### src/rtl/pipeline_pkg.sv
// pipeline_pkg: shared widths, ID/EX and write-back bundles, and the all-zero bubble
package pipeline_pkg;
  localparam int XLEN = 32;
  localparam int ALUOP_W = 4;
  typedef struct packed {
    logic valid;
    logic reg_write;
    logic mem_read;
    logic mem_write;
    logic mem_to_reg;
    logic alu_src;
    logic [ALUOP_W-1:0] alu_op;
    logic [4:0] rs1;
    logic [4:0] rs2;
    logic [4:0] rd;
    logic [XLEN-1:0] pc;
    logic [XLEN-1:0] imm;
    logic [XLEN-1:0] rs1_data;
    logic [XLEN-1:0] rs2_data;
  } id_ex_t;
  typedef struct packed {
    logic reg_write;
    logic [4:0] rd;
    logic [XLEN-1:0] data;
  } wb_t;
  localparam id_ex_t BUBBLE = '0;
endpackage

### src/rtl/id_ex_pipe_reg_hazard_detect.sv
// hazard_detect: combinational load-use compare of the ID instruction against the load sitting in ID/EX
module hazard_detect (
  input  logic       ex_valid,
  input  logic       ex_mem_read,
  input  logic [4:0] ex_rd,
  input  logic       id_valid,
  input  logic       id_use_rs1,
  input  logic [4:0] id_rs1,
  input  logic       id_use_rs2,
  input  logic [4:0] id_rs2,
  input  logic       ex_flush,
  output logic       load_use_stall
);
  assign load_use_stall = ex_valid & ex_mem_read & (ex_rd != 5'd0) & id_valid &
                          ((id_use_rs1 & (id_rs1 == ex_rd)) | (id_use_rs2 & (id_rs2 == ex_rd))) & ~ex_flush;
endmodule

### src/rtl/id_ex_pipe_reg.sv
// id_ex_pipe_reg: ID/EX register with load-use bubble, flush, global stall and a one-cycle write-back shadow.
//   in : id_* decoded fields/operands, ex_flush, ext_stall, wb_* write-back port
//   out: ID_EX_* registered fields, WB_*_reg delayed write-back, load_use_stall (comb)
module id_ex_pipe_reg
  import pipeline_pkg::*;
(
  input  logic               clk,
  input  logic               rst_n,
  input  logic               id_valid,
  input  logic [4:0]         id_rs1,
  input  logic [4:0]         id_rs2,
  input  logic [4:0]         id_rd,
  input  logic               id_use_rs1,
  input  logic               id_use_rs2,
  input  logic               id_RegWrite,
  input  logic               id_MemRead,
  input  logic               id_MemWrite,
  input  logic               id_MemtoReg,
  input  logic               id_ALUSrc,
  input  logic [ALUOP_W-1:0] id_ALUOp,
  input  logic [XLEN-1:0]    id_pc,
  input  logic [XLEN-1:0]    id_imm,
  input  logic [XLEN-1:0]    id_rs1_data,
  input  logic [XLEN-1:0]    id_rs2_data,
  input  logic               ex_flush,
  input  logic               ext_stall,
  input  logic               wb_RegWrite,
  input  logic [4:0]         wb_rd,
  input  logic [XLEN-1:0]    wb_data,
  output logic               ID_EX_valid,
  output logic               ID_EX_RegWrite,
  output logic               ID_EX_MemRead,
  output logic               ID_EX_MemWrite,
  output logic               ID_EX_MemtoReg,
  output logic               ID_EX_ALUSrc,
  output logic [ALUOP_W-1:0] ID_EX_ALUOp,
  output logic [4:0]         ID_EX_rs1,
  output logic [4:0]         ID_EX_rs2,
  output logic [4:0]         ID_EX_rd,
  output logic [XLEN-1:0]    ID_EX_pc,
  output logic [XLEN-1:0]    ID_EX_imm,
  output logic [XLEN-1:0]    ID_EX_rs1_data,
  output logic [XLEN-1:0]    ID_EX_rs2_data,
  output logic               WB_RegWrite_reg,
  output logic [4:0]         WB_rd_reg,
  output logic [XLEN-1:0]    WB_data_reg,
  output logic               load_use_stall
);
  id_ex_t id_ex_q, id_ex_d, id_cap;
  wb_t wb_q, wb_d;
  hazard_detect u_hazard (
    .ex_valid(id_ex_q.valid),
    .ex_mem_read(id_ex_q.mem_read),
    .ex_rd(id_ex_q.rd),
    .id_valid(id_valid),
    .id_use_rs1(id_use_rs1),
    .id_rs1(id_rs1),
    .id_use_rs2(id_use_rs2),
    .id_rs2(id_rs2),
    .ex_flush(ex_flush),
    .load_use_stall(load_use_stall)
  );
  assign id_cap = '{valid: 1'b1, reg_write: id_RegWrite, mem_read: id_MemRead, mem_write: id_MemWrite,
                    mem_to_reg: id_MemtoReg, alu_src: id_ALUSrc, alu_op: id_ALUOp, rs1: id_rs1,
                    rs2: id_rs2, rd: id_rd, pc: id_pc, imm: id_imm, rs1_data: id_rs1_data,
                    rs2_data: id_rs2_data};
  // ext_stall outranks flush: EX re-raises ex_flush once the stall clears
  always_comb begin
    id_ex_d = ext_stall ? id_ex_q : (ex_flush | load_use_stall | ~id_valid) ? BUBBLE : id_cap;
    wb_d = ext_stall ? wb_q : '{reg_write: wb_RegWrite & (wb_rd != 5'd0), rd: wb_rd, data: wb_data};
  end
  always_ff @(posedge clk or negedge rst_n) begin
    if (!rst_n) begin
      id_ex_q <= BUBBLE;
      wb_q <= '0;
    end else begin
      id_ex_q <= id_ex_d;
      wb_q <= wb_d;
    end
  end
  assign ID_EX_valid = id_ex_q.valid;
  assign ID_EX_RegWrite = id_ex_q.reg_write;
  assign ID_EX_MemRead = id_ex_q.mem_read;
  assign ID_EX_MemWrite = id_ex_q.mem_write;
  assign ID_EX_MemtoReg = id_ex_q.mem_to_reg;
  assign ID_EX_ALUSrc = id_ex_q.alu_src;
  assign ID_EX_ALUOp = id_ex_q.alu_op;
  assign ID_EX_rs1 = id_ex_q.rs1;
  assign ID_EX_rs2 = id_ex_q.rs2;
  assign ID_EX_rd = id_ex_q.rd;
  assign ID_EX_pc = id_ex_q.pc;
  assign ID_EX_imm = id_ex_q.imm;
  assign ID_EX_rs1_data = id_ex_q.rs1_data;
  assign ID_EX_rs2_data = id_ex_q.rs2_data;
  assign WB_RegWrite_reg = wb_q.reg_write;
  assign WB_rd_reg = wb_q.rd;
  assign WB_data_reg = wb_q.data;
endmodule

### config.mk
export PLATFORM = sky130hd
export DESIGN_NAME = id_ex_pipe_reg
export DESIGN_NICKNAME = d
export VERILOG_FILES = /design/src/rtl/pipeline_pkg.sv /design/src/rtl/id_ex_pipe_reg_hazard_detect.sv /design/src/rtl/id_ex_pipe_reg.sv
export SDC_FILE = /design/constraint.sdc
export NUM_CORES = 1
export LEC_CHECK = 0
export ABC_AREA = 1
export BUFFER_PORTS_ARGS = -buffer_cell sky130_fd_sc_hd__buf_2
export CORE_AREA = 2 2 153 155
export DETAILED_ROUTE_END_ITERATION = 10
export DIE_AREA = 0 0 155 157
export PLACE_DENSITY = 0.68
export REMOVE_ABC_BUFFERS = 1
export SYNTH_ARGS = -nofsm -noshare
export SYNTH_HDL_FRONTEND = slang
export SYNTH_SLANG_ARGS = --single-unit
### constraint.sdc
create_clock -name clk -period 1.9 [get_ports clk]
set_input_delay 0.095 -clock clk [delete_from_list [all_inputs] [get_ports clk]]
set_output_delay 0.095 -clock clk [all_outputs]
set_load 0.01 [all_outputs]
# Word-level counts from Yosys, hierarchy flattened
# Cells that the tools add are included.
word_totals:
  ff_bits: 191
  word_cells: 35
classes:
  n_eq_ne: 2
  reduce_logical: 2
  n_mux: 1
  n_bitwise: 13
ops:
  columns: ["cell", "count"]
  rows:
  - ["2-to-1 mux 153 bit", 1]
  - ["== test 5 bit", 2]
  - ["nonzero test 5 bit", 2]
  - ["bitwise AND 1 bit", 8]
  - ["OR 1 bit", 3]
  - ["inverter 1 bit", 2]

# Depth between registers and ports, before layout
# Gate-level depths: netlist of run 1.
depth:
  ltp_word: 8
  ltp_mapped: 11
  ltp_nobuf: 9

# Cells and area by module
# From an unflattened synthesis of run 1, not the netlist that was laid out.
unflattened:
  hier_cells: 888
  hier_area_um2: 7741.2
by_module_without_submodules:
  columns: ["module", "seq_area_each_um2", "area_each_um2", "cells_each", "instances"]
  rows:
  - ["id_ex_pipe_reg", 4779.6, 7505.9, 830, 1]
  - ["hazard_detect", 0.0, 235.2, 58, 1]

# Worst setup path before layout of run 1
# Ideal clock, no wire load.
synth_path:
  path_kind: "flip-flop to flip-flop"
  start: "register id_ex_q (netlist bit ID_EX_rd[3])"
  end: "register id_ex_q (netlist bit ID_EX_imm[10])"
  stages_incl_launch_ff: 12
  setup_time_ns: 0.117
  required_ns: 1.783
  arrival_time_ns: 1.271
  slack_ns: 0.512
  period_less_slack_ns: 1.388
  cell_sequence: "dfrtp_1 -> inv_2 -> nand2_1 -> nand2_1 -> nor2_1 -> nand3_1 -> nand2_1 -> nand2_2 -> buf_6 -> buf_6 -> nand3_1 -> nand2_1"
synth_via:
  elab_chain_len: 8
  elab_cells_between_ends: 13
  cone_classes: "2 x eq/ne; 1 x mux; 9 x bitwise; 1 x reduce/logical"
synth_rtl:
  columns: ["element", "line", "source"]
  rows:
  - ["start, declared", "id_ex_pipe_reg.sv:49", "id_ex_t id_ex_q, id_ex_d, id_cap;"]
  - ["start signal, assigned", "id_ex_pipe_reg.sv:77", "id_ex_q <= id_ex_d;"]
  - ["== test 5 bit or nonzero test 5 bit (tied branches)", "id_ex_pipe_reg_hazard_detect.sv:15, id_ex_pipe_reg_hazard_detect.sv:14", null]
  - ["bitwise AND 1 bit (on tied branches)", "id_ex_pipe_reg_hazard_detect.sv:15, id_ex_pipe_reg_hazard_detect.sv:14", null]
  - ["OR 1 bit or bitwise AND 1 bit (tied branches)", "id_ex_pipe_reg_hazard_detect.sv:15, id_ex_pipe_reg_hazard_detect.sv:14", null]
  - ["bitwise AND 1 bit *", "id_ex_pipe_reg_hazard_detect.sv:14", "assign load_use_stall = ex_valid & ex_mem_read & (ex_rd != 5'd0) & id_valid &"]
  - ["bitwise AND 1 bit *", "id_ex_pipe_reg_hazard_detect.sv:15", "((id_use_rs1 & (id_rs1 == ex_rd)) | (id_use_rs2 & (id_rs2 == ex_rd))) & ~ex_flush;"]
  - ["OR 1 bit * (2 in a row)", "id_ex_pipe_reg.sv:69", "id_ex_d = ext_stall ? id_ex_q : (ex_flush | load_use_stall | ~id_valid) ? BUBBLE : id_cap;"]
  - ["2-to-1 mux 153 bit *", "id_ex_pipe_reg.sv:69", null]
# Mark *: on every way between the ends. The rest lies on a longest branch, timed or not.
# A chain may end at the register's enable or synchronous reset.

# Worst setup path in the final report of run 1
layout_path:
  start: "register id_ex_q (netlist bit ID_EX_rd[0])"
  end: "output port load_use_stall"
layout_via:
  elab_chain_len: 5
  elab_cells_between_ends: 10
  cone_classes: "2 x eq/ne; 7 x bitwise; 1 x reduce/logical"
layout_rtl:
  columns: ["element", "line", "source"]
  rows:
  - ["== test 5 bit or nonzero test 5 bit (tied branches)", "id_ex_pipe_reg_hazard_detect.sv:15, id_ex_pipe_reg_hazard_detect.sv:14", null]
  - ["bitwise AND 1 bit (on tied branches)", "id_ex_pipe_reg_hazard_detect.sv:15, id_ex_pipe_reg_hazard_detect.sv:14", null]
  - ["OR 1 bit or bitwise AND 1 bit (tied branches)", "id_ex_pipe_reg_hazard_detect.sv:15, id_ex_pipe_reg_hazard_detect.sv:14", null]
  - ["bitwise AND 1 bit *", "id_ex_pipe_reg_hazard_detect.sv:14", null]
  - ["bitwise AND 1 bit *", "id_ex_pipe_reg_hazard_detect.sv:15", null]
  - ["end, declared", "id_ex_pipe_reg.sv:47", "output logic load_use_stall"]
# Marked as above.

==> impl.org, run 1 <==
** Run status
- The run finished with clean final reports.

** Floorplanning
- Initial core utilization :: 0.341
- The die is between 150 and 200 um tall.
- Floorplan die width :: about 160 um
- Placeable core region :: approximately 0.023 sq mm
- Total Die Area :: about 0.024 sq mm
- Number of top-level pins :: about 390
- The initialized floorplan defines 55 standard-cell rows.

** Route
- Post-Route WL :: approximately 27,000 um
- Once detail routing completed, the nets flagged for antenna violations numbered 0.
- Pre-antenna DRT Iters :: 7
- In the routed design, unresolved DRC markers number 0.
- In the final routed layout, each cell accounts on average for between 15 and 20 um.
- First DRT Iteration DRCs :: around 730
- Vias after detailed routing :: roughly 8,200
- Drt via density :: between 4 and 5

** Timing
- Clock period minus final worst setup slack :: roughly 1700 ps
- Hold is met by about 230 ps.
- In this run the tightest slew margin relative to its limit is 0.638.
- Final setup vio count :: 0
- Static timing analysis puts the maximum clock frequency at 0.573 GHz.
- The number of hold violations in the final report is 0.
- Setup repair after global routing missed its margin :: no
- The clock arrives with roughly 14 ps of skew.
- At the pin with the least slew margin, the transition time is roughly 540 ps.
- Post-route fraction of the period consumed by the critical path :: 0.918
- Pins over their slew limit :: 0

** Place
- Post-detailed-placement cell area :: approximately 0.010 sq mm
- Detailed-placement wirelength estimate :: between 15,000 and 20,000 um
- Port buffering added 388 buffers.
- Final RePlAce weighted congestion :: slightly below 0.9

** Synth
- Top cells by area, synth :: dfrtp_1 (62%), nand2_1 (22%), nand3_1 (10%)
- Among all flip-flop cells after synthesis, the most frequent one is dfrtp_1.
- The number of different library cells used by synthesis comes to 16.
- The synthesized design contains 0 enable-type register cells.
- Portion of the post-synthesis area used by sequential elements :: 0.622
- Cell count after synthesis :: just under 900
- For this run, asynchronously set or reset flops after synthesis account for 1.00.
- Most frequent cell after synthesis :: nand2_1
- Mapped Avg Cell Area :: a little under 9 sq um
- Number of warnings issued by yosys :: 0
- Counting flops and latches in the post-synthesis netlist gives around 190.
- The largest total area in the synthesized netlist belongs to dfrtp_1.
- Netlist area before placement :: between 0.007 and 0.008 sq mm
- Of the post-synthesis cell area, the dominant cell type holds 0.622.
- Post-synth top cells :: nand2_1 (442), dfrtp_1 (191), nand3_1 (155), clkbuf_1 (28), buf_2 (22)

** Clock network
- After clock tree synthesis, the clock-pin slew on the worst setup and hold paths is roughly 70 ps.
- Total number of clock tree sinks :: between 150 and 200
- TritonCTS clock tree :: built
- Number of buffers added by the clock tree synthesis step :: 17
- Clock root buffer :: clkbuf_16
- Max Buffers Root-to-Sink :: 2
- The H-tree was split into 4 levels.
- Skew-Pair Late Insertion Delay :: approximately 420 ps

** Global routing
- For this run, the total global-route usage over all layers was measured as 0.217.
- Grt ovf :: 0
- Entering global routing, the biggest net connects 101 pins.
- Number of global-route vias before repair :: approximately 8,400
- Global-route wire length before repair :: about 43,000 um
- The initial antenna violation count came to 0.

** Final layout
- The net count of the finished layout is between 1,500 and 2,000.
- Antenna fix cells :: 0
- Share of layout cells above drive strength 1 :: 0.310
- The area growth from synthesis to layout is 63.8%.
- After routing the design area is between 0.01 and 0.015 sq mm.
- Number of filler instances in the final layout :: between 1,500 and 2,000

** Critical path
- STA classifies the critical path endpoint as a primary output.
- Along the worst path, the maximum fanout reaches 6.
- Critical-path cell list :: inv_2 -> nand2_1 -> nand2_1 -> nor2_1 -> nand3_1 -> nand2_4 -> nand2_8 -> nor2_1 -> buf_2
- For this run, the slowest stage of the critical path takes about 430 ps.
- WS Path Type :: reg -> out
- The largest individual stage delay along the critical path comes from the cell dfrtp_1.
- STA puts the critical path data arrival time at 1650 ps.
- At the worst endpoint, the required time is between 1500 and 2000 ps.
- Worst Setup Start Kind :: register

** Power and ir drop
- The analysis attributes to cell leakage a power of roughly 7.3 nW.
- Clock power frac :: 0.369
- Sequential share of power :: 0.470
- Power spread over the standard cell area amounts to between 700 and 800 mW/mm^2.
- Across the VDD grid, the largest voltage drop is around 0.43 mV.
- Internal Dissipation :: ~7.0 mW
- The share of total power dissipated in combinational logic is 0.161.
- Reported net switching power :: around 2.5 mW
- Switching Fraction :: 0.267

** Run
- Across the run, the number of max-cap violations was 0.

** Hold path
- In this run the worst hold path is classified as in -> reg.
## worst max-delay path: cells and delay by family (launching register included)
kind / cells / cell delay, ps
buffers and inverters: 2 / 190
and+or+nand+nor: 7 / 620
DFF: 1 / 430
## power by group through the flow
stage	Clock, mW	Combinational, mW	Sequential [mW]
after CTS	3.63	1.51	4.45
after floorplan	0	0.302	4.65
after global routing	3.80	1.67	4.49
after global placement	0	1.16	4.52
after detailed placement	0	1.18	4.52
final	3.50	1.52	4.46
## cells in the final DEF (no fill, tap or decap), types with 6 or more instances in the layout
master and count:
buf_12 9, buf_2 386, buf_4 16, clkbuf_16 17
dfrtp_1 189, dlygate4sd3_1 197, inv_1 12, inv_2 6
nand2_1 441, nand3_1 155, nor2_1 10
## final timing paths
| check | to | depth (start not counted) | slack, ps | from |
|---|---|---|---|---|
| min in group asynchronous | WB_rd_reg[4]$_DFFE_PN0N_ | 2 | 260 | rst_n |
| max in group asynchronous | ID_EX_rd[2]$_DFFE_PN0N_ | 3 | 980 | rst_n |
| worst min register to register | WB_data_reg[16]$_DFFE_PN0N_ | 2 | 470 | WB_data_reg[16]$_DFFE_PN0N_ |
| worst max register to register | ID_EX_rs1_data[19]$_DFFE_PN0N_ | 11 | 190 | ID_EX_rd[0]$_DFFE_PN0N_ |
| worst max-delay path | load_use_stall | 9 | 160 | ID_EX_rd[0]$_DFFE_PN0N_ |
| worst min-delay path | ID_EX_rs2[4]$_DFFE_PN0N_ | 6 | 230 | id_valid |
## kinds of logic after synthesis
logic type | share of synthesized area
AND/OR/NAND/NOR | 0.325
flip-flops | 0.622
buffers and inverters | 0.0486
AO/OA/AOI/OAI | 0.00359
## repair_timing
| item | in CTS | in global routing |
|---|---|---|
| buffers inserted | 0 | 4 |
| endpoints found under the setup margin | 0 | 2 |
| hold endpoints to repair | 244 | 0 |
| hold buffers | 198 | 0 |
| resized for setup | 0 | 6 |
## cell type report
| type | instances | area (sq um) | share of cell area |
|---|---|---|---|
| multi-input combinational | 617 | 2560 | 0.204 |
| tap | 285 | 357 | 0.0284 |
| clock inverter | 12 | 130 | 0.0103 |
| inverter | 19 | 71.3 | 0.00567 |
| clock buffer | 19 | 443 | 0.0352 |
| sequential | 191 | 4780 | 0.380 |
| timing repair buffer | 610 | 4230 | 0.336 |
## through the flow
| stage | utilization | cells | TNS [ps] | total power [mW] | setup WS (ps) |
|---|---|---|---|---|---|
| floorplan | - | 826 | -1046120 | 4.95 | -6830 |
| global placement | 0.443 | 1520 | 0 | 5.68 | 291 |
| detailed placement | 0.443 | 1520 | 0 | 5.70 | 260 |
| CTS | 0.557 | 1749 | 0 | 9.59 | 16.1 |
| global route | 0.559 | 1753 | 0 | 9.96 | 17.3 |
| finish | 0.559 | 1753 | 0 | 9.49 | 156 |
## per-layer routing
metal	share of wire	global-route usage	vias up	routed length, um
met3	0.069	0.0518	89	1840
li1	-	-	3920	-
met4	0.045	0.106	0	1190
met5	0	0	-	0
met1	0.38	0.258	3830	10300
met2	0.50	0.371	368	13400
No activity file was read; power rests on OpenSTA's default activity.
==> run 2, diff against run 1 <==
==> constraint.sdc (replaced) <==
create_clock -name clk -period 2 [get_ports clk]
set_input_delay 0.1 -clock clk [delete_from_list [all_inputs] [get_ports clk]]
set_output_delay 0.1 -clock clk [all_outputs]
set_load 0.01 [all_outputs]
==> impl.org, run 2 (synthesized netlist as in run 1, its figures left out) <==
** Floorplanning
- Number of top-level pins :: 389 (unchanged)
- Floorplan die width :: 155 um (unchanged)
- The starting density of the core was 0.341 (unchanged).
- The overall die height came to 157 um (unchanged).
- Placeable core region :: 0.0225 sq mm (unchanged)
- Row cnt :: 55 (unchanged)
- The die footprint was 0.0243 sq mm (unchanged).

** Route
- DRC violation count after routing :: 0 (unchanged)
- The average wire per standard cell came to 15.2 um (-0.38%).
- The initial DRC count is 689 (-5.5%).
- The first-pass iteration count of the detailed router was 5 (-2).
- Drt via density :: 4.74 (+1.2%)
- The routed via count was 8,251 (+0.54%).
- The routed wire length was 26,500 um (-1.0%).
- Residual antenna-violating net count after detailed routing :: 0 (unchanged)

** Timing
- Final hold violation count :: 0 (unchanged)
- Fmax achieved :: 0.531 GHz
- In the finished design, the share of the clock period the worst path needs comes to 0.942.
- The count of final max-slew check failures came to 0 (unchanged).
- Slew of the pin with the lowest slew margin :: 603 ps (+59.6 ps)
- The worst path needs 1880 ps of the cycle, external delays included.
- The largest clock skew in the final design came to 15.1 ps (+0.893 ps).
- The headroom to the max-slew limit was 0.598 (-0.0397).
- Final setup vio count :: 0 (unchanged)

** Hold path
- The worst hold path belongs to the class in -> reg.
- Hold path start :: ext_stall
- Cell count of the worst hold path :: 4 (-2)
- Worst-case hold path end point :: ID_EX_pc[0]$_DFFE_PN0N_

** Place
- The count of input and output buffers came to 388 (unchanged).
- Final RePlAce weighted congestion :: 0.867 (-1.2%)
- Detailed-placement wirelength estimate :: 16,300 um (-2.5%)
- The count of placed standard cells including taps came to 1,517 (-0.20%).

** Critical path
- WS Path Type :: reg -> out
- Worst path buffer plus inverter count :: 1 (-1)
- The critical path data arrival time was 1780 ps (+130 ps).
- Required time of the critical path :: 1900 ps (+100 ps)
- Slowest-stage cell, CP :: dfrtp_2
- Biggest cell delay along the critical path :: 450 ps (+20 ps)
- The endpoint identified for the worst register-to-register timing path is ID_EX_pc[11]$_DFFE_PN0N_.
- Critical path peak fanout :: 12 (+6)
- Cell family with most CP delay :: simple AND/OR/NAND/NOR gates
- Critical R2R Launch :: ID_EX_rd[0]$_DFFE_PN0N_
- The worst setup path is launched from a register.
- The number of cells on the worst reg-to-reg path came to 9 (-2).
- The path length in cells of the critical path is 8 (-1).
- Worst R2R Setup Slack :: 360 ps (+170 ps)
- Critical-path cell list :: nand2_1 -> nand2_1 -> nor2_1 -> nand3_1 -> nand2_4 -> nand2_8 -> nor2_1 -> buf_2
- STA classifies the critical path endpoint as a primary output.

** Final layout
- Post-layout net count :: 1,641 (-0.73%)
- Share of layout cells above drive strength 1 :: 0.309 (-0.00109)
- The number of filler instances in the final layout is 1,933 (+1.6%).
- The final design utilization was 0.556 (-0.00284).
- Highest-count cells in the layout ignoring fill and taps :: nand2_1 (441), buf_2 (386), dlygate4sd3_1 (191)
- Most common library cell in the layout ignoring fill and taps :: nand2_1
- The number of diodes added for antenna fixing came to 0 (unchanged).
- Combined flip-flop and latch cell area :: 0.00478 sq mm (about the same)
- Relative to the synthesized area, the layout overhead comes to 62.9%.
- Final non-filler cell total :: 1,742 (-0.63%)
- Area of combinational cells with multiple inputs :: 0.00256 sq mm (unchanged)

** Global routing
- Global-route wire length before repair :: 42,200 um (-0.79%)
- The overall track demand over capacity in global routing was 0.216 (-0.00168).
- The maximum number of pins on one net before global-route repair is 101 (unchanged).
- The number of global-route vias before repair is 8,369 (-0.77%).
- The final global-route overflow total was 0 (unchanged).
- Number of antenna violations at the first check in global routing :: 0 (unchanged)

** Run
- Max-capacitance violation count :: 0 (unchanged)

** Clock network
- The number of buffers between clock root and the deepest sink is 2 (unchanged).
- Number of buffers added by the clock tree synthesis step :: 17 (unchanged)
- The tree is rooted in a clkbuf_16.
- TritonCTS built the clock tree.
- Total number of clock tree sinks :: 191 (unchanged)
- The clock latency reported for the late side of the worst-skew pair was 430 ps (about the same).
- The maximum level of the CTS H-tree is 4 (unchanged).
- The clock transition at the registers of the reported paths came to 80 ps (about the same).

** Power and ir drop
- The total power divided by cell area came to 732 mW/mm^2 (-3.0%).
- The maximum ir drop on the vdd rail was 0.525 mV (+21%).
- The leakage power came to 7.27 nW (-0.32%).

** Run status
- Result of the run :: finished, final reports clean
==> run 2: cell types whose count changed in the layout (fill, tap and decap cells not counted), moves of 2 or more <==
cell           previous run  this run
clkinvlp_4                5         0
dlygate4sd3_1           197       191
inv_6                     1         5
inv_8                     4         2
clkinv_8                  0         4
buf_4                    16        10
==> run 2: per-stage QoR <==
step / setup WS (ps) / total power, mW / hold WS [ps] / instance area (sq um) / setup TNS, ps
final: 117 / 9.16 / 210 / 12500 / 0
after global routing: -64.9 / 9.61 / 213 / 12500 / -64.9
after CTS: 83.8 / 9.24 / 211 / 12500 / 0
after detailed placement: 358 / 5.41 / 160 / 9950 / 0
after global placement: 386 / 5.39 / 170 / 9950 / 0
after floorplan: -6740 / 4.70 / -196 / 7380 / -1031490
==> run 2: worst max-delay path by stage <==
stage	startpoint	end	slack, ps
3_5_place_dp	ID_EX_rd[2]$_DFFE_PN0N_	ID_EX_imm[6]$_DFFE_PN0N_	360
3_3_place_gp	ID_EX_rd[2]$_DFFE_PN0N_	ID_EX_rs2_data[6]$_DFFE_PN0N_	390
6_report	ID_EX_rd[0]$_DFFE_PN0N_	load_use_stall	120
5_1_grt	ID_EX_rd[0]$_DFFE_PN0N_	load_use_stall	-60
4_1_cts	ID_EX_rd[2]$_DFFE_PN0N_	load_use_stall	80
2_1_floorplan	ex_flush	ID_EX_ALUOp[0]$_DFFE_PN0N_	-6740
==> run 2: where the power goes <==
group | leakage (nW) | internal [mW] | total (mW) | switching [mW]
registers | 2.52 | 4.10 | 4.24 | 0.139
logic | 4.46 | 0.704 | 1.43 | 0.723
clock network | 0.298 | 1.84 | 3.49 | 1.66
total | 7.27 | 6.64 | 9.16 | 2.52
==> run 2: per-layer routing <==
| metal | track usage | wire length (um) |
|---|---|---|
| met1 | 0.260 | 10400 |
| met2 | 0.366 | 13300 |
| met3 | 0.0419 | 1550 |
| met4 | 0.116 | 1220 |
| met5 | 0 | 0 |
==> run 2: final cells by class <==
cell class,instances,share of cell area
flip-flops and latches,191,0.382
repair buffers,598,0.330
multi-input cells,617,0.205
clock buffers,19,0.0354
well taps,285,0.0285
clock inverters,13,0.0136
inverters,19,0.00570
==> run 2: worst reg2reg max path: stages (launching register included) <==
cell	delay, ps
dfrtp_2	450
nand2_1	80
nand2_1	60
nor2_1	100
nand3_1	140
nand2_4	140
nand2_8	110
buf_12	220
nand3_1	170
nand2_1	70
==> run 2: what timing repair did <==
action / in CTS / in global routing
setup endpoints to repair: 0 / 1
endpoints found under the hold margin: 252 / 0
hold buffers: 191 / 0
buffers inserted: 0 / 1
gates resized for setup: 0 / 6
